## config.mk

```make
export PLATFORM = sky130hd
export DESIGN_NAME = detector_pixel_scheduler_flat
export DESIGN_NICKNAME = d
export VERILOG_FILES = /design/src/rtl/detector_pixel_scheduler_if.sv /design/src/rtl/detector_pixel_scheduler.sv /design/src/flat_wrapper.sv
export SDC_FILE = /design/constraint.sdc
export NUM_CORES = 1
export LEC_CHECK = 0
export CORE_MARGIN = 5
export CORE_UTILIZATION = 35
export DETAILED_ROUTE_END_ITERATION = 7
export PLACE_DENSITY = 0.8
export SLEW_MARGIN = 20
export SYNTH_ARGS = -nofsm -noshare
export SYNTH_HDL_FRONTEND = slang
export SYNTH_SLANG_ARGS = --single-unit
```

## constraint.sdc

```tcl
create_clock -name clock -period 3 [get_ports clock]
set_input_delay 0.6 -clock clock [delete_from_list [all_inputs] [get_ports clock]]
set_output_delay 0.6 -clock clock [all_outputs]
set_load 0.01 [all_outputs]
```

## src/rtl/detector_pixel_scheduler_if.sv

```systemverilog
// Request, shared-stage and response buses between the pixel-array sources,
// the scheduler and the shared fixed-latency processing stage.
interface detector_pixel_scheduler_if #(
    parameter int NUM_REQ     = 3,
    parameter int PIXEL_WIDTH = 8,
    parameter int NUM_PIXELS  = 5
);
    localparam int ARRAY_W = NUM_PIXELS * PIXEL_WIDTH;

    logic [NUM_REQ-1:0]         req_valid;
    logic [NUM_REQ-1:0]         req_ready;
    logic [NUM_REQ*ARRAY_W-1:0] req_data;
    logic                       dp_valid;
    logic [ARRAY_W-1:0]         dp_data;
    logic [ARRAY_W-1:0]         dp_result;
    logic [NUM_REQ-1:0]         rsp_valid;
    logic [ARRAY_W-1:0]         rsp_data;

    modport master (
        output req_valid, req_data, dp_result,
        input  req_ready, dp_valid, dp_data, rsp_valid, rsp_data
    );

    modport slave (
        input  req_valid, req_data, dp_result,
        output req_ready, dp_valid, dp_data, rsp_valid, rsp_data
    );
endinterface

```

## src/rtl/detector_pixel_scheduler.sv

```systemverilog
// Round-robin scheduler sharing one fixed-latency pixel-array stage between
// NUM_REQ sources, with per-source credits and result routing by tag.
module detector_pixel_scheduler #(
    parameter int NUM_REQ         = 3,
    parameter int PIXEL_WIDTH     = 8,
    parameter int NUM_PIXELS      = 5,
    parameter int LATENCY         = 2,
    parameter int MAX_OUTSTANDING = 4
) (
    input  logic                      clock,
    input  logic                      reset,
    input  logic                      enable,
    detector_pixel_scheduler_if.slave bus,
    output logic                      busy,
    output logic [15:0]               grant_count
);
    localparam int ARRAY_W = NUM_PIXELS * PIXEL_WIDTH;
    localparam int IDX_W   = $clog2(NUM_REQ);
    localparam int CNT_W   = 4;
    localparam logic [CNT_W-1:0] CNT_MAX = CNT_W'(MAX_OUTSTANDING);

    logic [IDX_W-1:0]   ptr_q, ptr_d;
    logic [CNT_W-1:0]   outstanding_q [NUM_REQ];
    logic [CNT_W-1:0]   outstanding_d [NUM_REQ];
    logic               dp_valid_q, dp_valid_d;
    logic [ARRAY_W-1:0] dp_data_q, dp_data_d;
    logic [IDX_W-1:0]   dp_idx_q, dp_idx_d;
    logic [LATENCY-1:0] tag_valid_q, tag_valid_d;
    logic [IDX_W-1:0]   tag_idx_q [LATENCY];
    logic [IDX_W-1:0]   tag_idx_d [LATENCY];
    logic [15:0]        grant_count_q, grant_count_d;

    logic [NUM_REQ-1:0] elig;
    logic [NUM_REQ-1:0] grant_oh;
    logic [NUM_REQ-1:0] rsp_oh;
    logic [IDX_W-1:0]   grant_idx;
    logic               grant_any;
    logic               any_outstanding;

    always_comb begin
        elig = '0;
        for (int i = 0; i < NUM_REQ; i++) begin
            elig[i] = bus.req_valid[i] & enable & ~reset & (outstanding_q[i] < CNT_MAX);
        end
    end

    // Scan from the farthest offset down so the nearest eligible index above ptr wins.
    always_comb begin
        int cand;
        cand      = 0;
        grant_oh  = '0;
        grant_idx = '0;
        grant_any = 1'b0;
        for (int off = NUM_REQ - 1; off >= 0; off--) begin
            cand = int'(ptr_q) + off;
            if (cand >= NUM_REQ) begin
                cand = cand - NUM_REQ;
            end
            if (elig[cand]) begin
                grant_oh       = '0;
                grant_oh[cand] = 1'b1;
                grant_idx      = IDX_W'(cand);
                grant_any      = 1'b1;
            end
        end
    end

    always_comb begin
        rsp_oh = '0;
        if (tag_valid_q[LATENCY-1]) begin
            rsp_oh[tag_idx_q[LATENCY-1]] = 1'b1;
        end
    end

    always_comb begin
        ptr_d         = ptr_q;
        dp_valid_d    = grant_any;
        dp_data_d     = dp_data_q;
        dp_idx_d      = dp_idx_q;
        grant_count_d = grant_count_q + 16'(grant_any);
        if (grant_any) begin
            ptr_d     = (int'(grant_idx) == NUM_REQ - 1) ? '0 : grant_idx + IDX_W'(1);
            dp_data_d = bus.req_data[int'(grant_idx)*ARRAY_W +: ARRAY_W];
            dp_idx_d  = grant_idx;
        end

        // Tags trail the issue register so the last stage lines up with dp_result.
        tag_valid_d = '0;
        for (int s = 0; s < LATENCY; s++) begin
            tag_idx_d[s] = '0;
        end
        tag_valid_d[0] = dp_valid_q;
        tag_idx_d[0]   = dp_idx_q;
        for (int s = 1; s < LATENCY; s++) begin
            tag_valid_d[s] = tag_valid_q[s-1];
            tag_idx_d[s]   = tag_idx_q[s-1];
        end

        for (int i = 0; i < NUM_REQ; i++) begin
            outstanding_d[i] = outstanding_q[i];
            if (grant_oh[i] && !rsp_oh[i]) begin
                outstanding_d[i] = outstanding_q[i] + CNT_W'(1);
            end else if (!grant_oh[i] && rsp_oh[i] && (outstanding_q[i] != '0)) begin
                outstanding_d[i] = outstanding_q[i] - CNT_W'(1);
            end
        end
    end

    always_ff @(posedge clock or posedge reset) begin
        if (reset) begin
            ptr_q         <= '0;
            dp_valid_q    <= 1'b0;
            dp_data_q     <= '0;
            dp_idx_q      <= '0;
            tag_valid_q   <= '0;
            grant_count_q <= '0;
            for (int s = 0; s < LATENCY; s++) begin
                tag_idx_q[s] <= '0;
            end
            for (int i = 0; i < NUM_REQ; i++) begin
                outstanding_q[i] <= '0;
            end
        end else begin
            ptr_q         <= ptr_d;
            dp_valid_q    <= dp_valid_d;
            dp_data_q     <= dp_data_d;
            dp_idx_q      <= dp_idx_d;
            tag_valid_q   <= tag_valid_d;
            grant_count_q <= grant_count_d;
            for (int s = 0; s < LATENCY; s++) begin
                tag_idx_q[s] <= tag_idx_d[s];
            end
            for (int i = 0; i < NUM_REQ; i++) begin
                outstanding_q[i] <= outstanding_d[i];
            end
        end
    end

    always_comb begin
        any_outstanding = 1'b0;
        for (int i = 0; i < NUM_REQ; i++) begin
            any_outstanding = any_outstanding | (outstanding_q[i] != '0);
        end
    end

    assign busy          = any_outstanding | dp_valid_q;
    assign grant_count   = grant_count_q;
    assign bus.req_ready = grant_oh;
    assign bus.dp_valid  = dp_valid_q;
    assign bus.dp_data   = dp_data_q;
    assign bus.rsp_valid = rsp_oh;
    assign bus.rsp_data  = (|rsp_oh) ? bus.dp_result : '0;
endmodule

```

## src/flat_wrapper.sv

```systemverilog
// flat-port wrapper written by rule: the top's interface ports become plain ports
module detector_pixel_scheduler_flat 
#(
    parameter int NUM_REQ         = 3,
    parameter int PIXEL_WIDTH     = 8,
    parameter int NUM_PIXELS      = 5,
    parameter int LATENCY         = 2,
    parameter int MAX_OUTSTANDING = 4
)
  (clock, reset, enable, busy, grant_count, bus_req_valid, bus_req_data, bus_dp_result, bus_req_ready, bus_dp_valid, bus_dp_data, bus_rsp_valid, bus_rsp_data);
  detector_pixel_scheduler_if #(.NUM_REQ(NUM_REQ), .PIXEL_WIDTH(PIXEL_WIDTH), .NUM_PIXELS(NUM_PIXELS)) bus_i ();
  input  logic clock;
  input  logic reset;
  input  logic enable;
  output logic busy;
  output logic [15:0] grant_count;
  input wire logic [$bits(bus_i.req_valid)-1:0] bus_req_valid;
  input wire logic [$bits(bus_i.req_data)-1:0] bus_req_data;
  input wire logic [$bits(bus_i.dp_result)-1:0] bus_dp_result;
  output wire logic [$bits(bus_i.req_ready)-1:0] bus_req_ready;
  output wire logic [$bits(bus_i.dp_valid)-1:0] bus_dp_valid;
  output wire logic [$bits(bus_i.dp_data)-1:0] bus_dp_data;
  output wire logic [$bits(bus_i.rsp_valid)-1:0] bus_rsp_valid;
  output wire logic [$bits(bus_i.rsp_data)-1:0] bus_rsp_data;
  assign bus_i.req_valid = bus_req_valid;
  assign bus_i.req_data = bus_req_data;
  assign bus_i.dp_result = bus_dp_result;
  assign bus_req_ready = bus_i.req_ready;
  assign bus_dp_valid = bus_i.dp_valid;
  assign bus_dp_data = bus_i.dp_data;
  assign bus_rsp_valid = bus_i.rsp_valid;
  assign bus_rsp_data = bus_i.rsp_data;
  detector_pixel_scheduler #(.NUM_REQ(NUM_REQ), .PIXEL_WIDTH(PIXEL_WIDTH), .NUM_PIXELS(NUM_PIXELS), .LATENCY(LATENCY), .MAX_OUTSTANDING(MAX_OUTSTANDING)) u_core (.clock(clock), .reset(reset), .enable(enable), .bus(bus_i), .busy(busy), .grant_count(grant_count));
endmodule
```

==> impl_summary.md, run 1 <==
Outcome
The run finished, with violations left. The final reports fail on negative setup slack.

Clock network
In this run, CTS created clock tree buffers numbering 9. For the worst-skew pair, the clock arrives at the later sink with an insertion delay of about 330 ps. The clock net sink count is 79. After clock tree synthesis, the clock-pin slew on the worst setup and hold paths is 70 ps. The number of levels the H-tree was split into is 3. The number of buffers between clock root and the deepest sink is 2. The buffer type at the clock tree root is sky130_fd_sc_hd__clkbuf_16. TritonCTS built the clock tree. Hold repair after CTS inserted 0 buffers.

Logic synthesis
Summing the sequential cell areas from Yosys gives 40.4% of the chip area. The number of instances in the synthesized netlist is 523. After synthesis the netlist holds a flip-flop and latch count of a little under 80. The synthesized area divided by synthesized cell count is 9.36 um^2. Yosys attributes the largest share of cell area to sky130_fd_sc_hd__dfrtp_1, sky130_fd_sc_hd__nand2_1, sky130_fd_sc_hd__and2_1. The netlist area before placement is around 4900 um^2.

After synthesis, the share of flip-flops with an asynchronous set or reset is between 90% and 100%. The number of different library cells in the post-synthesis netlist is 73. The cell taking the most area after synthesis is sky130_fd_sc_hd__dfrtp_1. The fraction of post-synthesis cell area in the top cell type by area is 40.4%. The number of synthesis warnings is 0. The number of enable-type register cells in the synthesized netlist is 0. Among all flip-flop cells after synthesis, the most frequent one is sky130_fd_sc_hd__dfrtp_1. The net count after synthesis is ~700.

Timing
Measured against its own limit, the worst slew margin works out to 47.5%. The maximum clock frequency is 327 MHz. The pin slew with the least headroom to its limit is slightly below 800 ps.

Setup violations remaining at the end of the flow were counted as 1. The final count of hold timing violations is 0. Clock skew on the completed layout was measured at 6.82 ps. The final worst-path cycle share is 102%. Setup repair after global routing could not meet its margin everywhere. The final critical delay including setup and external delays is between 3000 and 4000 ps.

The final count of pins violating max slew is 0. The setup slack of the critical path after layout is -57.9 ps.

Drt
Dividing the detail-routed wire length by the instance count gives 17.0 um. The average via count per standard cell is 5.10. The post-detailed-routing wire length is 17.6 mm. The post-route DRC violation count is 0. The first detailed-routing pass took 4 iterations.

The number of nets with antenna violations after detailed routing is 0. The iteration-0 DRC count of the detailed router is 202. The total number of vias is 5,301.

Placement
Routability-driven placement finished with a final weighted congestion of 0.875. The worst slack at placement is -664 ps. Detailed placement ended at an HPWL of 14.1 mm.

Port buffering added approximately 270 buffers.

Power
The share of total power in sequential cells is 31.4%. The switching component of the power is 0.00176 W. The worst ir drop on vdd is about 0.00029 V.

The analysis attributes to cell leakage a power of a little under 4 nW. Combinational cells account for a little under half of the total power. The clock network accounts for 22.2% of the total power. Power spread over the standard cell area amounts to 581 nW/um^2.

The design internal power is approximately 0.0034 W. The switching fraction of total power is 33.8%.

Final layout
The antenna diode count is 0. The share of final-layout standard cells stronger than drive strength 1 is 19.9%. The net total in the final layout is 1,036. After filler insertion, the fill cell instance count of the layout stands at roughly 1,100. The fraction of the core area covered by cells at the end of the flow is between 60% and 70%. Compared with the post-synthesis result, the final layout area differs by 82.8%.

Setup path
The data required time of the critical path is approximately 3300 ps. STA puts the critical path data arrival time at 3300 ps. In this run the worst path has a maximum fanout of 6. The worst setup path is of the reg -> reg kind. The kind of start point of the critical path is a register.

STA classifies the critical path endpoint as a register.

Floorplan
The die height is 128 um. The initial utilization of the core area, before any placement, comes to 35.5%. The floorplan die area is around 16,000 um^2. For this design the top-level I/O count stands at 270.

In this run the core area contains between 40 and 50 standard-cell rows. The placeable core area is 13,800 um^2. The x dimension of the die is about 130 um.

Min path
The worst hold path belongs to the class reg -> reg.

GRT
The wire length of the first global-routing pass is roughly 28 mm. The number of global-route vias before repair is 5,594. The initial antenna violation count came to 0.

Global routing used 20.9% of the available tracks across all layers. Entering global routing, the biggest net connects 84 pins. For this run the aggregate overflow at the end of global routing stands at 0.

Job
The max-capacitance violation count is 0.
==> worst max-delay path, cell delays in order (launching register included) <==
cell and delay (ps):
sky130_fd_sc_hd__dfrtp_1 410, sky130_fd_sc_hd__buf_6 140, sky130_fd_sc_hd__ha_4 180, sky130_fd_sc_hd__buf_12 130
sky130_fd_sc_hd__nor4_4 380, sky130_fd_sc_hd__buf_4 190, sky130_fd_sc_hd__nor4b_4 50, sky130_fd_sc_hd__a2bb2oi_4 150
sky130_fd_sc_hd__nand2_2 100, sky130_fd_sc_hd__fa_2 400, sky130_fd_sc_hd__xnor2_2 160, sky130_fd_sc_hd__buf_4 150
sky130_fd_sc_hd__nand2_2 70, sky130_fd_sc_hd__o21ai_2 90, sky130_fd_sc_hd__a21oi_2 170, sky130_fd_sc_hd__nor2_2 50
sky130_fd_sc_hd__a31oi_1 160
==> kinds of logic after synthesis <==
kind of cell	after synthesis	synth area share, %
simple gates	230	24.8
compound gates	120	19.0
flops	79	40.4
buf+inv	45	4.40
xor+xnor	21	3.76
fa+ha+maj	16	4.50
mux	12	3.12
==> final cells by class <==
type / count / area [um^2] / area share, %
Timing Repair Buffer: 354 / 3410 / 38.1
Multi-Input combinational cell: 399 / 2970 / 33.2
Sequential cell: 79 / 1980 / 22.1
Clock buffer: 10 / 239 / 2.67
Tap cell: 180 / 225 / 2.52
Clock inverter: 6 / 75.1 / 0.839
Inverter: 12 / 46.3 / 0.517
==> cells in the final DEF, fill, tap and decap left out, types with 3 or more instances in the layout <==
master / count
sky130_fd_sc_hd__clkdlybuf4s50_1: 260
sky130_fd_sc_hd__buf_12: 6
sky130_fd_sc_hd__o21ai_1: 19
sky130_fd_sc_hd__a2bb2oi_1: 18
sky130_fd_sc_hd__clkbuf_16: 9
sky130_fd_sc_hd__inv_1: 8
sky130_fd_sc_hd__mux2_2: 4
sky130_fd_sc_hd__ha_1: 7
sky130_fd_sc_hd__inv_2: 3
sky130_fd_sc_hd__dlygate4sd2_1: 5
sky130_fd_sc_hd__o21ai_2: 3
sky130_fd_sc_hd__xnor2_1: 12
sky130_fd_sc_hd__nor2_1: 9
sky130_fd_sc_hd__nand3b_1: 3
sky130_fd_sc_hd__and2_1: 59
sky130_fd_sc_hd__o211ai_1: 24
sky130_fd_sc_hd__ha_4: 4
sky130_fd_sc_hd__dfrtp_1: 77
sky130_fd_sc_hd__and3_1: 8
sky130_fd_sc_hd__or3b_4: 3
sky130_fd_sc_hd__or3_1: 3
sky130_fd_sc_hd__a221oi_1: 18
sky130_fd_sc_hd__nand4_1: 3
sky130_fd_sc_hd__nand2_1: 98
sky130_fd_sc_hd__a22oi_1: 5
sky130_fd_sc_hd__nor4_4: 3
sky130_fd_sc_hd__buf_4: 73
sky130_fd_sc_hd__a31oi_1: 3
sky130_fd_sc_hd__xor2_1: 8
sky130_fd_sc_hd__a21o_1: 5
sky130_fd_sc_hd__a21oi_2: 3
sky130_fd_sc_hd__mux2i_1: 3
sky130_fd_sc_hd__nand3_1: 13
sky130_fd_sc_hd__buf_6: 6
==> flip-flops by register name (all words and copies together), names as in the netlist <==
| name | flops |
|---|---|
| u_core.bus.dp_data | 40 |
| u_core.bus.dp_valid | 1 |
| u_core.dp_idx_q | 2 |
| u_core.grant_count | 16 |
| u_core.outstanding_q | 12 |
| u_core.ptr_q | 2 |
| u_core.tag_idx_d | 2 |
| u_core.tag_idx_q | 2 |
| u_core.tag_valid_q | 2 |
==> layer usage <==
metal	up-vias	GRT usage, %	wire length (um)
met2	266	37.7	8940
met4	0	6.80	416
li1	2532	-	-
met1	2471	23.0	6370
met3	32	6.92	1920
met5	-	0	0
==> path summary, 6_finish.rpt <==
path	from	to	slack, ps	cells past startpoint
worst max register to register	u_core.ptr_q[1]	u_core.outstanding_q[2]	-60	16
worst max-delay path	u_core.ptr_q[1]	u_core.outstanding_q[2]	-60	16
worst min register to register	u_core.tag_valid_q[0]	u_core.tag_valid_q[1]	360	0
max in group asynchronous	reset	u_core.bus.dp_data[8]	1840	4
worst min-delay path	u_core.tag_valid_q[0]	u_core.tag_valid_q[1]	360	0
min in group asynchronous	reset	u_core.outstanding_q[11]	510	3
==> metrics by stage <==
step / hold WS [ps] / total power, W / cells / setup TNS [ps] / area [um^2]
finish: 356 / 0.00520 / 1040 / -57.9 / 8950
global route: 368 / 0.00553 / 1040 / -361 / 8950
CTS: 357 / 0.00509 / 1034 / 0 / 8800
detailed placement: 342 / 0.00386 / 1010 / -16150 / 8340
global placement: 333 / 0.00378 / 1010 / -22010 / 8330
floorplan: 331 / 0.00260 / 523 / -17.5 / 4970
==> cells in the mapped netlist (all sizes together) (2+ instances only) <==
| cell | number |
|---|---|
| nor3b | 4 |
| nor3 | 5 |
| a22oi | 5 |
| inv | 12 |
| dfrtp | 79 |
| nor4b | 2 |
| or3 | 3 |
| fa | 3 |
| or3b | 4 |
| xnor2 | 13 |
| and2 | 59 |
| o211ai | 24 |
| o22ai | 2 |
| nand4 | 3 |
| a221oi | 18 |
| a2bb2oi | 19 |
| buf | 17 |
| and4 | 2 |
| nand3 | 13 |
| or4 | 2 |
| a21oi | 3 |
| o31ai | 2 |
| mux2i | 5 |
| mux2 | 7 |
| a211o | 2 |
| ha | 12 |
| nand2 | 101 |
| a21boi | 2 |
| nor2 | 11 |
| a21o | 5 |
| and3 | 8 |
| nor4 | 5 |
| clkbuf | 16 |
| xor2 | 8 |
| o21ai | 24 |
| a211oi | 3 |
| nand3b | 3 |
| a31oi | 3 |
==> power by group through the flow <==
stage / clock [W] / combinational [W] / sequential (W)
CTS: 0.00119 / 0.00227 / 0.00164
global route: 0.00123 / 0.00261 / 0.00169
floorplan: 0 / 0.000848 / 0.00175
finish: 0.00116 / 0.00241 / 0.00163
global placement: 0 / 0.00215 / 0.00163
detailed placement: 0 / 0.00221 / 0.00165
==> timing repair <==
action                                  in CTS  in global routing
pin swaps                                   17                 12
endpoints found under the setup margin      18                 10
resized for setup                           34                 28
setup buffers                                8                  6
Note: power is estimated with default switching activity, not from simulation.
==> run 2: changes to the inputs <==
--- a/config.mk
+++ b/config.mk
@@ -7,6 +7,7 @@
 export LEC_CHECK = 0
 export CORE_MARGIN = 5
 export CORE_UTILIZATION = 35
+export CTS_BUF_LIST = sky130_fd_sc_hd__clkbuf_4 sky130_fd_sc_hd__clkbuf_8
 export DETAILED_ROUTE_END_ITERATION = 7
 export PLACE_DENSITY = 0.8
 export SLEW_MARGIN = 20
==> run 2 against run 1 <==
Against the previous run: the run still ends with negative setup slack left; cell area down 1.4%; clock power down 26%; fmax up 0.55%; critical path depth unchanged.
==> impl_summary.md, run 2 (synthesis results as in run 1) <==
Setup path
The path depth of the worst reg2reg path is 16 (unchanged). The kind of cell adding the most delay to the critical path is simple AND/OR/NAND/NOR gates. The kind of start point of the critical path is a register.

In this run the critical register-to-register path is captured at u_core.outstanding_q[2]. The critical path's largest stage delay is 400 ps (about the same). The worst reg2reg path startpoint is u_core.ptr_q[0]. The count of buffer and inverter cells on the critical path is 4 (unchanged).

The slack of the worst reg-to-reg path is -40 ps (+20 ps). The critical path in this run is classified as reg -> reg. The data required time of the critical path is 3270 ps (+20 ps). The critical path data arrival time came to 3310 ps (about the same).

The endpoint type of the worst setup path is a register. The cell with the largest stage delay on the worst path is sky130_fd_sc_hd__dfrtp_1. The worst-path maximum fanout is 6 (unchanged). The critical path goes through buf_6 -> ha_4 -> buf_6 -> nor4_4 -> buf_4 -> nor4b_4 -> a2bb2oi_4 -> nand2_2 -> fa_2 -> xnor2_2 -> buf_4 -> nand2_2 -> o21ai_2 -> a21oi_2 -> nor2_2 -> a31oi_1.

Outcome
The final reports fail on negative setup slack. The run finished, with violations left.

GRT
The all-layer global routing usage came to 21.0% (+0.063 points). The pin count of the biggest net entering global routing is 84 (unchanged). The initial antenna violation count is 0 (unchanged). The number of global-route vias before repair is 5,593 (-0.018%). The sum of overflow across all layers after global routing is 0 (unchanged). The wire length of the first global-routing pass is 27.6 mm (about the same).

Timing
The pin slew with the least headroom to its limit is 787 ps (-0.0209 ps). The worst hold slack after final layout was 359 ps (+3.67 ps). The final setup violation count is 1 (unchanged). The worst clock skew on the final layout is 9.51 ps (+2.69 ps).

The max-slew headroom at the worst pin came to 47.5% (about the same). The final count of hold timing violations is 0 (unchanged). The final count of pins violating max slew is 0 (unchanged). The maximum clock frequency came to 329 MHz (+0.55%). The setup slack of the critical path after layout is -41.1 ps (+16.7 ps). The final worst-path cycle share is 101% (-0.56 points). Setup repair after global routing could not meet its margin everywhere. The final critical delay including setup and external delays is 3040 ps (-16.7 ps).

Placement
The sum of net half-perimeters after detailed placement is 14.1 mm (unchanged). The last weighted congestion value of the routability-driven placer is 0.875 (unchanged). The number of placed cells counting well taps was 1,010 (unchanged). The post-detailed-placement cell area was 8340 um^2 (unchanged). The count of buffers from port buffering is 269 (unchanged).

Min path
The capture endpoint of the worst hold path is u_core.tag_idx_q[0]. The number of stages on the worst hold path is 0 (unchanged). The worst hold path begins at u_core.tag_idx_d[0].

The worst min-delay path category is reg -> reg.

Clock network
The clock net sink count came to 79 (unchanged). The hold buffer count at cts came to 0 (unchanged). The number of levels the H-tree was split into is 3 (unchanged).

The clock transition at the registers of the reported paths is 90 ps (+20 ps). TritonCTS built the clock tree. The CTS buffer count is 9 (unchanged).

The number of buffers between clock root and the deepest sink is 2 (unchanged). The buffer type at the clock tree root is sky130_fd_sc_hd__clkbuf_8. The insertion delay to the later sink of the worst-skew pair is 350 ps (+20 ps).

Final layout
The non-filler instance count after layout is 1,037 (-0.29%). In the layout the commonest cells are sky130_fd_sc_hd__clkdlybuf4s50_1, sky130_fd_sc_hd__nand2_1, sky130_fd_sc_hd__dfrtp_1, sky130_fd_sc_hd__buf_4, sky130_fd_sc_hd__and2_1. The final design area excluding fillers is 8820 um^2 (-1.4%). The share of final-layout standard cells stronger than drive strength 1 came to 19.1% (-0.75 points). The number of fill cells is 1,115 (+0.81%). The most common cell after layout, fill and taps aside is sky130_fd_sc_hd__clkdlybuf4s50_1. The area growth from synthesis to layout is 80.3%. The area taken by multi-input logic gates is 2970 um^2 (-0.21%). The number of flip-flops in the largest register is 40 (unchanged). The antenna diode count came to 0 (unchanged). The fraction of the core area covered by cells at the end of the flow is 64.1% (-0.89 points). The area taken by flip-flops and latches is 1980 um^2 (about the same). The net total in the final layout is 1,033 (-0.29%).

Drt
The total number of vias came to 5,297 (-0.075%). The iteration-0 DRC count of the detailed router is 260 (+29%). The post-detailed-route wirelength per cell is 17.0 um (+0.41%). The detailed-router iteration count before antenna repair was 4 (unchanged). The number of nets with antenna violations after detailed routing is 0 (unchanged). The post-route DRC violation count is 0 (unchanged). The average via count per standard cell is 5.11 (+0.21%). The post-detailed-routing wire length was 17.7 mm (+0.12%).

Floorplan
The floorplan die area is 16,400 um^2 (unchanged). The placeable core area is 13,800 um^2 (unchanged). The I/O pin count is 270 (unchanged). The die height is 128 um (unchanged). The effective utilization at floorplan came to 35.5% (unchanged). The number of placement rows was 43 (unchanged).

The x dimension of the die came to 128 um (unchanged).

Power
The worst ir drop on vdd came to 0.000269 V (-7.0%). The ratio of total power to cell area is 554 nW/um^2 (-4.7%). The leakage component of the power came to 3.79 nW (-1.6%). The power consumption is 0.00489 W (-6.0%).

Job
The max-capacitance violation count came to 0 (unchanged).
[run 2: cell count changes in the layout (fill, tap and decap cells not counted), sizes merged]
cell and delta:
clkbuf -1, clkdlybuf4s15 +3, dlygate4sd2 -1, buf -4
[run 2: worst max path at each step]
stage | to | from | cells after the start | slack (ps)
floorplan | u_core.outstanding_q[3] | bus_req_valid[2] | 11 | -20
detailed placement | u_core.outstanding_q[2] | bus_req_valid[2] | 13 | -660
CTS | u_core.outstanding_q[2] | u_core.outstanding_q[11] | 14 | 0.2
global placement | bus_req_ready[0] | bus_req_valid[0] | 6 | -530
global route | u_core.outstanding_q[2] | u_core.ptr_q[0] | 16 | -160
finish | u_core.outstanding_q[2] | u_core.ptr_q[0] | 16 | -40
[run 2: area by class of cell]
cell class                      count  area share (%)
Inverter                           12           0.553
Clock buffer                       10            1.56
Tap cell                          180            2.55
Clock inverter                      6           0.851
Timing Repair Buffer              351            38.5
Sequential cell                    79            22.4
Multi-Input combinational cell    399            33.6
[run 2: what timing repair did]
action                                 CTS  global route
resized for setup                       35            23
setup endpoints to repair               18            10
setup buffers                            6             5
pin swaps                               17            17
endpoints found under the hold margin    0             0
[run 2: per-stage QoR]
| step | worst slack, ps | TNS (ps) |
|---|---|---|
| 6_report | -41.1 | -41.1 |
| 3_3_place_gp | -529 | -22010 |
| 5_1_grt | -160 | -500 |
| 4_1_cts | 0.168 | 0 |
| 2_1_floorplan | -17.5 | -17.5 |
| 3_5_place_dp | -664 | -16150 |
[run 2: report_power, final]
part | internal, W | switching [W] | leakage, nW
registers | 0.00140 | 0.000236 | 1.04
clock network | 0.000421 | 0.000443 | 0.105
logic | 0.00133 | 0.00106 | 2.64
total | 0.00315 | 0.00174 | 3.79
[run 2: worst reg2reg max path: cells and delay by family, from the launching register on]
family	cells	cell delay, ps
compound gates	4	570
simple gates	5	660
buf+inv	4	610
flops	1	400
xor+xnor	1	160
fa+ha+maj	2	590
[run 2: routing by layer]
| layer | vias to the layer above | routed length, um | track usage, % |
|---|---|---|---|
| met1 | 2482 | 6310 | 23.0 |
| met3 | 30 | 1870 | 7.12 |
| met2 | 259 | 9080 | 38.0 |
| met5 | - | 0 | 0 |
| li1 | 2526 | - | - |
| met4 | 0 | 414 | 6.37 |
